File: src/rtl/vga_image_scanner_if.sv
// rtl/vga_image_scanner_if.sv - image-memory read port and VGA DAC/connector pins
//
// Signals:
//   img_adr   image-memory read address, driven by the scanner
//   img_data  pixel byte returned by the memory one clk after img_adr
//   vga_clk   pixel clock (clk/2)
//   hsync     horizontal sync, active low
//   vsync     vertical sync, active low
//   blank_n   high in the visible area
//   sync_n    composite sync to the DAC, held at 0
//   red/green/blue  gray pixel value on all three channels
// Modports: master = scanner side, slave = memory/DAC side.
`timescale 1ns/1ps
interface vga_image_scanner_if #(
    parameter int ADR_W = 18
);
    logic [ADR_W-1:0] img_adr;
    logic [7:0]       img_data;
    logic             vga_clk;
    logic             hsync;
    logic             vsync;
    logic             blank_n;
    logic             sync_n;
    logic [7:0]       red;
    logic [7:0]       green;
    logic [7:0]       blue;

    modport master (
        output img_adr, vga_clk, hsync, vsync, blank_n, sync_n, red, green, blue,
        input  img_data
    );

    modport slave (
        input  img_adr, vga_clk, hsync, vsync, blank_n, sync_n, red, green, blue,
        output img_data
    );
endinterface

File: src/rtl/vga_image_scanner.sv
// rtl/vga_image_scanner.sv - VGA timing generator scanning an 8-bit grayscale image memory
//
// Ports:
//   clk          system clock (50 MHz)
//   reset        asynchronous active-low reset
//   show         display enable, sampled once per frame at h=0, v=0
//   frame_start  one-clk pulse on the pixel edge where h=0, v=0
//   vga          memory read port and VGA pins (vga_image_scanner_if.master)
// Timing parameters default to 640x480@60; IMG_W x IMG_H image sits top-left.
`timescale 1ns/1ps
module vga_image_scanner #(
    parameter int          IMG_W  = 256,
    parameter int          IMG_H  = 256,
    parameter int          ADR_W  = 18,
    parameter logic [7:0]  BG     = 8'h00,
    parameter int          H_VIS  = 640,
    parameter int          H_FP   = 16,
    parameter int          H_SYNC = 96,
    parameter int          H_BP   = 48,
    parameter int          V_VIS  = 480,
    parameter int          V_FP   = 10,
    parameter int          V_SYNC = 2,
    parameter int          V_BP   = 33
) (
    input  logic                 clk,
    input  logic                 reset,
    input  logic                 show,
    output logic                 frame_start,
    vga_image_scanner_if.master  vga
);
    localparam int H_TOT = H_VIS + H_FP + H_SYNC + H_BP;
    localparam int V_TOT = V_VIS + V_FP + V_SYNC + V_BP;
    localparam int HW    = $clog2(H_TOT);
    localparam int VW    = $clog2(V_TOT);

    localparam logic [HW-1:0] H_LAST   = HW'(H_TOT - 1);
    localparam logic [HW-1:0] H_VIS_C  = HW'(H_VIS);
    localparam logic [HW-1:0] HS_FIRST = HW'(H_VIS + H_FP);
    localparam logic [HW-1:0] HS_LAST  = HW'(H_VIS + H_FP + H_SYNC - 1);
    localparam logic [HW-1:0] IMG_W_C  = HW'(IMG_W);
    localparam logic [VW-1:0] V_LAST   = VW'(V_TOT - 1);
    localparam logic [VW-1:0] V_VIS_C  = VW'(V_VIS);
    localparam logic [VW-1:0] VS_FIRST = VW'(V_VIS + V_FP);
    localparam logic [VW-1:0] VS_LAST  = VW'(V_VIS + V_FP + V_SYNC - 1);
    localparam logic [VW-1:0] IMG_H_C  = VW'(IMG_H);

    // Counter stage: position of the pixel whose address is being issued
    logic             ph_q;
    logic [HW-1:0]    h_q, h_d;
    logic [VW-1:0]    v_q, v_d;
    logic             show_q, show_d;
    logic [ADR_W-1:0] adr_q, adr_d;
    // Pipeline stage: position of the pixel whose data is arriving now
    logic [HW-1:0]    h1_q;
    logic [VW-1:0]    v1_q;
    // Pin stage
    logic             hs_q, hs_d;
    logic             vs_q, vs_d;
    logic             blank_q, blank_d;
    logic [7:0]       gray_q, gray_d;
    logic             fs_q;

    logic             pix_en;
    logic             at_origin;
    logic             in_img;
    logic             in_img1;
    logic [ADR_W-1:0] lin_adr;

    assign pix_en    = ph_q;
    assign at_origin = (h_q == '0) && (v_q == '0);
    assign in_img    = (h_q < IMG_W_C) && (v_q < IMG_H_C);
    assign in_img1   = (h1_q < IMG_W_C) && (v1_q < IMG_H_C);
    assign lin_adr   = ADR_W'(v_q) * ADR_W'(IMG_W) + ADR_W'(h_q);

    // State register. The pipeline position resets to the last pixel of a
    // frame (blanked, outside both sync pulses) so the first pixel edge after
    // reset drives exactly the idle pin values.
    always_ff @(posedge clk or negedge reset) begin
        if (!reset) begin
            ph_q    <= 1'b0;
            h_q     <= '0;
            v_q     <= '0;
            show_q  <= 1'b0;
            adr_q   <= '0;
            h1_q    <= H_LAST;
            v1_q    <= V_LAST;
            hs_q    <= 1'b1;
            vs_q    <= 1'b1;
            blank_q <= 1'b0;
            gray_q  <= 8'h00;
            fs_q    <= 1'b0;
        end else begin
            ph_q <= ~ph_q;
            fs_q <= pix_en && at_origin;
            if (pix_en) begin
                h_q     <= h_d;
                v_q     <= v_d;
                show_q  <= show_d;
                adr_q   <= adr_d;
                h1_q    <= h_q;
                v1_q    <= v_q;
                hs_q    <= hs_d;
                vs_q    <= vs_d;
                blank_q <= blank_d;
                gray_q  <= gray_d;
            end
        end
    end

    // Next-state: raster counters, per-frame show latch, read address
    always_comb begin
        h_d    = h_q;
        v_d    = v_q;
        show_d = show_q;
        adr_d  = in_img ? lin_adr : '0;
        if (h_q == H_LAST) begin
            h_d = '0;
            v_d = (v_q == V_LAST) ? '0 : v_q + 1'b1;
        end else begin
            h_d = h_q + 1'b1;
        end
        if (at_origin) begin
            show_d = show;
        end
    end

    // Pin values for the pixel whose memory data is on img_data now
    always_comb begin
        hs_d    = !((h1_q >= HS_FIRST) && (h1_q <= HS_LAST));
        vs_d    = !((v1_q >= VS_FIRST) && (v1_q <= VS_LAST));
        blank_d = (h1_q < H_VIS_C) && (v1_q < V_VIS_C);
        gray_d  = 8'h00;
        if (blank_d) begin
            gray_d = (show_q && in_img1) ? vga.img_data : BG;
        end
    end

    assign vga.img_adr  = adr_q;
    assign vga.vga_clk  = ph_q;
    assign vga.hsync    = hs_q;
    assign vga.vsync    = vs_q;
    assign vga.blank_n  = blank_q;
    assign vga.sync_n   = 1'b0;
    assign vga.red      = gray_q;
    assign vga.green    = gray_q;
    assign vga.blue     = gray_q;
    assign frame_start  = fs_q;
endmodule
File: src/flat_wrapper.sv
// flat-port wrapper written by rule: the top's interface ports become plain ports
module vga_image_scanner_flat 
#(
    parameter int          IMG_W  = 256,
    parameter int          IMG_H  = 256,
    parameter int          ADR_W  = 18,
    parameter logic [7:0]  BG     = 8'h00,
    parameter int          H_VIS  = 640,
    parameter int          H_FP   = 16,
    parameter int          H_SYNC = 96,
    parameter int          H_BP   = 48,
    parameter int          V_VIS  = 480,
    parameter int          V_FP   = 10,
    parameter int          V_SYNC = 2,
    parameter int          V_BP   = 33
)
  (clk, reset, show, frame_start, vga_img_adr, vga_vga_clk, vga_hsync, vga_vsync, vga_blank_n, vga_sync_n, vga_red, vga_green, vga_blue, vga_img_data);
  vga_image_scanner_if #(.ADR_W(ADR_W)) vga_i ();
  input  logic clk;
  input  logic reset;
  input  logic show;
  output logic frame_start;
  output wire logic [$bits(vga_i.img_adr)-1:0] vga_img_adr;
  output wire logic [$bits(vga_i.vga_clk)-1:0] vga_vga_clk;
  output wire logic [$bits(vga_i.hsync)-1:0] vga_hsync;
  output wire logic [$bits(vga_i.vsync)-1:0] vga_vsync;
  output wire logic [$bits(vga_i.blank_n)-1:0] vga_blank_n;
  output wire logic [$bits(vga_i.sync_n)-1:0] vga_sync_n;
  output wire logic [$bits(vga_i.red)-1:0] vga_red;
  output wire logic [$bits(vga_i.green)-1:0] vga_green;
  output wire logic [$bits(vga_i.blue)-1:0] vga_blue;
  input wire logic [$bits(vga_i.img_data)-1:0] vga_img_data;
  assign vga_img_adr = vga_i.img_adr;
  assign vga_vga_clk = vga_i.vga_clk;
  assign vga_hsync = vga_i.hsync;
  assign vga_vsync = vga_i.vsync;
  assign vga_blank_n = vga_i.blank_n;
  assign vga_sync_n = vga_i.sync_n;
  assign vga_red = vga_i.red;
  assign vga_green = vga_i.green;
  assign vga_blue = vga_i.blue;
  assign vga_i.img_data = vga_img_data;
  vga_image_scanner #(.IMG_W(IMG_W), .IMG_H(IMG_H), .ADR_W(ADR_W), .BG(BG), .H_VIS(H_VIS), .H_FP(H_FP), .H_SYNC(H_SYNC), .H_BP(H_BP), .V_VIS(V_VIS), .V_FP(V_FP), .V_SYNC(V_SYNC), .V_BP(V_BP)) u_core (.clk(clk), .reset(reset), .show(show), .frame_start(frame_start), .vga(vga_i));
endmodule
File: config.mk
export PLATFORM = sky130hd
export DESIGN_NAME = vga_image_scanner_flat
export DESIGN_NICKNAME = d
export VERILOG_FILES = /design/src/rtl/vga_image_scanner_if.sv /design/src/rtl/vga_image_scanner.sv /design/src/flat_wrapper.sv
export SDC_FILE = /design/constraint.sdc
export NUM_CORES = 1
export LEC_CHECK = 0
export BUFFER_PORTS_ARGS = -buffer_cell sky130_fd_sc_hd__buf_2
export CORE_MARGIN = 2
export CORE_UTILIZATION = 45
export CTS_CLUSTER_SIZE = 14
export DETAILED_ROUTE_END_ITERATION = 6
export GPL_ROUTABILITY_DRIVEN = 0
export PLACE_DENSITY_LB_ADDON = 0.05
export SKIP_CTS_REPAIR_TIMING = 1
export SLEW_MARGIN = 5
export SYNTH_ARGS = -nofsm -noshare
export SYNTH_HDL_FRONTEND = slang
export SYNTH_SLANG_ARGS = --single-unit
File: constraint.sdc
create_clock -name clk -period 2 [get_ports clk]
set_input_delay 0.1 -clock clk [delete_from_list [all_inputs] [get_ports clk]]
set_output_delay 0.1 -clock clk [all_outputs]
set_load 0.02 [all_outputs]
Word-level counts from Yosys, hierarchy flattened
Cells that the tools add are included.
{"block": "classes", "muxes": 5, "n_bitwise": 1, "n_eq_ne": 2, "magnitude_cmp": 10, "addsub": 3, "shift": 0, "n_mul": 0, "reduce_logical": 14, "n_div": 0}
{"operator": "10-bit by 9-bit < comparator with 1-bit output (second input constant)", "count": 5}
{"operator": "10-bit by 1-bit adder with 10-bit output (second input constant)", "count": 2}
{"operator": "10-bit == test (second input constant)", "count": 2}
{"operator": "10-bit zero test", "count": 2}
{"operator": "10-bit 2-to-1 mux", "count": 2}
{"operator": "18-bit by 10-bit adder with 18-bit output", "count": 1}
{"operator": "18-bit 2-to-1 mux", "count": 1}
{"operator": "8-bit 2-to-1 mux", "count": 2}
{"operator": "10-bit greater-or-equal comparator (second input constant)", "count": 1}
{"operator": "10-bit by 9-bit greater-or-equal comparator with 1-bit output (second input constant)", "count": 1}
{"operator": "10-bit <= comparator (second input constant)", "count": 1}
{"operator": "10-bit by 9-bit <= comparator with 1-bit output (second input constant)", "count": 1}
{"operator": "10-bit < comparator (second input constant)", "count": 1}
{"operator": "1-bit logical AND", "count": 8}
{"operator": "2-bit AND reduction", "count": 2}
{"operator": "1-bit zero test", "count": 2}
{"operator": "1-bit NOT", "count": 1}
{"block": "totals", "rom_bits": 0, "ram_bits": 0, "memories": 0, "latchBits": 0, "regBits": 72, "in_bits": 11, "output_inout_bits": 48, "word_cells": 47}

Depth between registers and ports, before layout
{"block": "logic_depth", "ltp_word": 5, "ltp_mapped": 7, "mapped_depth_nobuf": 6}

Worst setup path before layout
OpenSTA, ideal clock, no wires.
{"block": "synth_path", "path_kind": "reg2reg", "start": "register u_core.ph_q (netlist: u_core.vga.vga_clk)", "end": "register u_core.show_q", "required_time_ns": 1.872, "arrival_ns": 1.485, "setup_ns": 0.128, "period_less_slack_ns": 1.613, "slack_ns": 0.387, "path_buffers": 1, "stages_incl_launch_ff": 5, "path_cell_list": "dfrtp_1 -> clkbuf_1 -> nand2_1 -> nor3_2 -> mux2_1"}
{"block": "synth_between", "elab_chain_cells": 1}
{"element": "start: declaration", "line": "vga_image_scanner.sv:48", "text": "logic ph_q;"}
{"element": "start signal: assignment", "line": "vga_image_scanner.sv:93", "text": "ph_q <= ~ph_q;"}
{"element": "2-bit AND reduction (no source line)"}
{"element": "end signal: assignment", "line": "vga_image_scanner.sv:98", "text": "show_q <= show_d;"}
{"element": "end: declaration", "line": "vga_image_scanner.sv:51", "text": "logic show_q, show_d;"}
Every way passes these cells.
A chain may end at the register's enable or synchronous reset.

Worst setup path after layout
{"block": "layout_path", "start": "register u_core.h_q[0]", "end": "register u_core.v_q[4]"}
{"block": "layout_between", "elab_chain_cells": 2}
{"element": "start: declaration", "line": "vga_image_scanner.sv:49", "text": "logic [HW-1:0] h_q, h_d;"}
{"element": "start signal: assignment", "line": "vga_image_scanner.sv:81", "text": "h_q <= '0;"}
{"element": "start signal: assignment", "line": "vga_image_scanner.sv:96", "text": "h_q <= h_d;"}
{"element": "10-bit == test", "line": "vga_image_scanner.sv:116", "text": "if (h_q == H_LAST) begin"}
{"element": "2-bit AND reduction (no source line)"}
{"element": "end signal: assignment", "line": "vga_image_scanner.sv:97", "text": "v_q <= v_d;"}
{"element": "end: declaration", "line": "vga_image_scanner.sv:50", "text": "logic [VW-1:0] v_q, v_d;"}
Every way passes these cells.

==> qor.yml <==
synth:
  synth_area_per_cell_sq_um: 11.3
  ys_warn_count: 0
  synth-edff-count: 0
  netlist_area_sq_um: 3170
  ys_types: 46
  yosys_most_used_dff: "dfrtp_1"
  synth_nets: 299
  ys_ff_latch: 67
  syn_inst: 281
  ys_seq_area_share_pct: 53.2
  async_flop_share_pct: 100
timing:
  finalSetupTns_ps: 0
  relSlewSlack_pct: 63.5
  max_freq_ghz: 0.558
  final-hold-violation-count: 0
  tightest_slew_ps: 547
  finalSetupViolCount: 0
  fin_crit_sh_pct: 89.6
  finalMaxSlewViolations: 0
  setup_ws_ps: 208
  fin_worst_skew_ps: 6.32
  min_period_ps: 1790
  rsz0062_at_grt: "false"
clocking:
  cts.path.max_buffers: 2
  cts-root-buf: "clkbuf_8"
  cts_buffers: 9
  clk_pin_slew_ps: 70
  clock-sinks: 67
  clkLatencyLatePin_ps: 340
  cts_tree: "built"
  h-tree-depth: 3
critical_path:
  worstPathCellList: "ha_1 -> and4_1 -> nand3_4 -> or4_1 -> nand2_1"
  crit_fanout: 11
  worstPathArrival_ps: 2070
  cp_slowest_cell: "or4_1"
  reg2reg_depth: 5
  cp-end-kind: "register"
  worst_path_largest_cell_delay_ps: 520
  cp.required_ps: 2280
  startpoint_type: "register"
  critical_path_class: "register to register"
grt:
  grt_max_degree: 45
  grtUsageTotal_pct: 18.6
  grt_pass1_wl_um: 10800
  overflow: 0
  grt_pass1_vias: 2118
  antenna_found_initial: 0
routing:
  ant_nets: 0
  vias: 2261
  route.detailed.drc: 0
  initialDrtViolationCount: 135
  wire_per_inst_um: 14.9
  viasPerCell: 5.20
  wl_um: 6470
  first_pass_iters: 4
floorplanning:
  initial_core_util_pct: 46.6
  design.die.area_sq_um: 7730
  die_height_um: 87.9
  die_x_um: 87.9
  row_count: 30
  io-pin-count: 59
  core_area_sq_um: 6790
power:
  irDropWorstVdd_uv: 495
  p_clk_share_pct: 45.5
  p_leak_nw: 1.82
  p_int_mw: 2.15
  p_comb_share_pct: 4.6
  switching_power_mw: 0.601
  power_mw: 2.75
  power_frac_seq_pct: 49.9
  switching_share_pct: 21.9
  p_per_area_nw_per_um2: 731
flow_run:
  drv.max_cap_violation_count: 0
layout:
  drive_gt1_share_pct: 32.2
  diodes: 0
  areaGrowthSynthToFinish_pct: 18.8
  fill_cells: 606
  fin_area_sq_um: 3760
  final_nets: 352
run_status:
  outcome: "finished, final reports clean"
placed_design:
  port_buffers: 57
  dp_hpwl_um: 4500
  pre_cts_slack_ps: 209
  post_dp_cell_area_sq_um: 3440
hold_path:
  hold_path.class: "primary input to asynchronous set/reset pin"
## per-stage QoR
step / utilization [%] / hold WS (ps) / std cells
finish: 55.4 / 276 / 435
global route: 55.4 / 320 / 435
CTS: 53.9 / -257 / 425
detailed placement: 50.6 / 119 / 409
global placement: 50.6 / 120 / 409
floorplan: - / -196 / 281
## power by group through the flow
stage          sequential (mW)  clock [mW]  combinational, mW
3_3_place_gp              1.40           0              0.114
2_1_floorplan             1.41           0             0.0590
6_report                  1.37        1.25              0.127
3_5_place_dp              1.40           0              0.114
5_1_grt                   1.37        1.36              0.141
4_1_cts                   1.37        1.29              0.114
## critical path: cells and delay by family, from the launching register on
kind	cells	cell delay (ps)
simple gates	4	1110
flops	1	390
fa+ha+maj	1	220
## metal layers
metal,global-route usage [%],up-vias,routed length (um)
li1,-,1082,-
met1,25.8,1091,3100
met2,26.6,80,2810
met3,7.16,8,499
met4,6.57,0,66
met5,0,-,0
## cells in the final DEF, fill, tap and decap left out, types with 6 or more instances in the layout
cell type      instances
xor2_1                10
dfrtp_1               59
ha_1                   6
dfstp_2                8
mux2_2                12
buf_4                  7
nor2_1                 8
inv_1                  9
clkbuf_8              10
dlygate4sd3_1         10
o2bb2ai_1             15
nand3_1               15
nand2_1               26
o21ai_0               11
xnor2_1                6
buf_2                 57
a22o_1                10
nor3_1                 6
## layout make-up
| type | instances | area, sq um | share of cell area, % |
|---|---|---|---|
| flip-flops and latches | 67 | 1690 | 44.8 |
| multi-input cells | 171 | 1230 | 32.8 |
| repair buffers | 75 | 458 | 12.2 |
| clock buffers | 10 | 138 | 3.66 |
| well taps | 96 | 120 | 3.19 |
| clock inverters | 6 | 88.8 | 2.36 |
| inverters | 10 | 37.5 | 0.998 |
## final timing paths
check | startpoint | end | slack, ps
min in group clk | u_core.v1_q[1] | u_core.vga.vsync | 430
max reg2reg | u_core.h_q[0] | u_core.v_q[4] | 210
max in group asynchronous | reset | u_core.h1_q[8] | 1040
max | u_core.h_q[0] | u_core.v_q[4] | 210
min reg2reg | u_core.v1_q[1] | u_core.vga.vsync | 430
min | reset | u_core.vga.blue[1] | 280
## synth_stat cells (3+ instances only)
master      n  area, sq um
nand2_1    26         97.6
nand4_1     5         31.3
and4_1      3         26.3
nor3_1      6         30.0
nand2b_1    3         18.8
nor2_1      8         30.0
and3_1      4         25.0
inv_1       9         33.8
xnor2_1     6         52.6
xor2_1     10         87.6
a22o_1     10         87.6
dfstp_2     8          210
buf_4      17          128
mux2_2     12          135
ha_1        6         75.1
o21ai_0    11         55.1
nor4_1      3         18.8
o2bb2ai_1  15          131
nand3_1    15         75.1
clkbuf_1    7         26.3
buf_2       6         30.0
dfrtp_1    59         1480
## kinds of logic after synthesis
logic type	count (synthesis)	share of synthesized area (%)
compound gates	46	10.9
xor+xnor	16	4.42
fa+ha+maj	7	3.00
buf+inv	43	7.82
flops	67	53.2
mux	15	5.25
other cells	1	0.118
simple gates	86	15.3
## sequential cells by signal, indices dropped and copies added, names as in the netlist
signal / flops
u_core.vga.hsync: 1
u_core.vga.blank_n: 1
u_core.h_q: 10
u_core.vga.img_adr: 18
u_core.h1_q: 6
u_core.v1_q: 9
u_core.v_q: 10
u_core.vga.vsync: 1
u_core.vga.vga_clk: 1
u_core.vga.blue: 8
u_core.frame_start: 1
u_core.show_q: 1
Power figures use the tool's default switching activity.
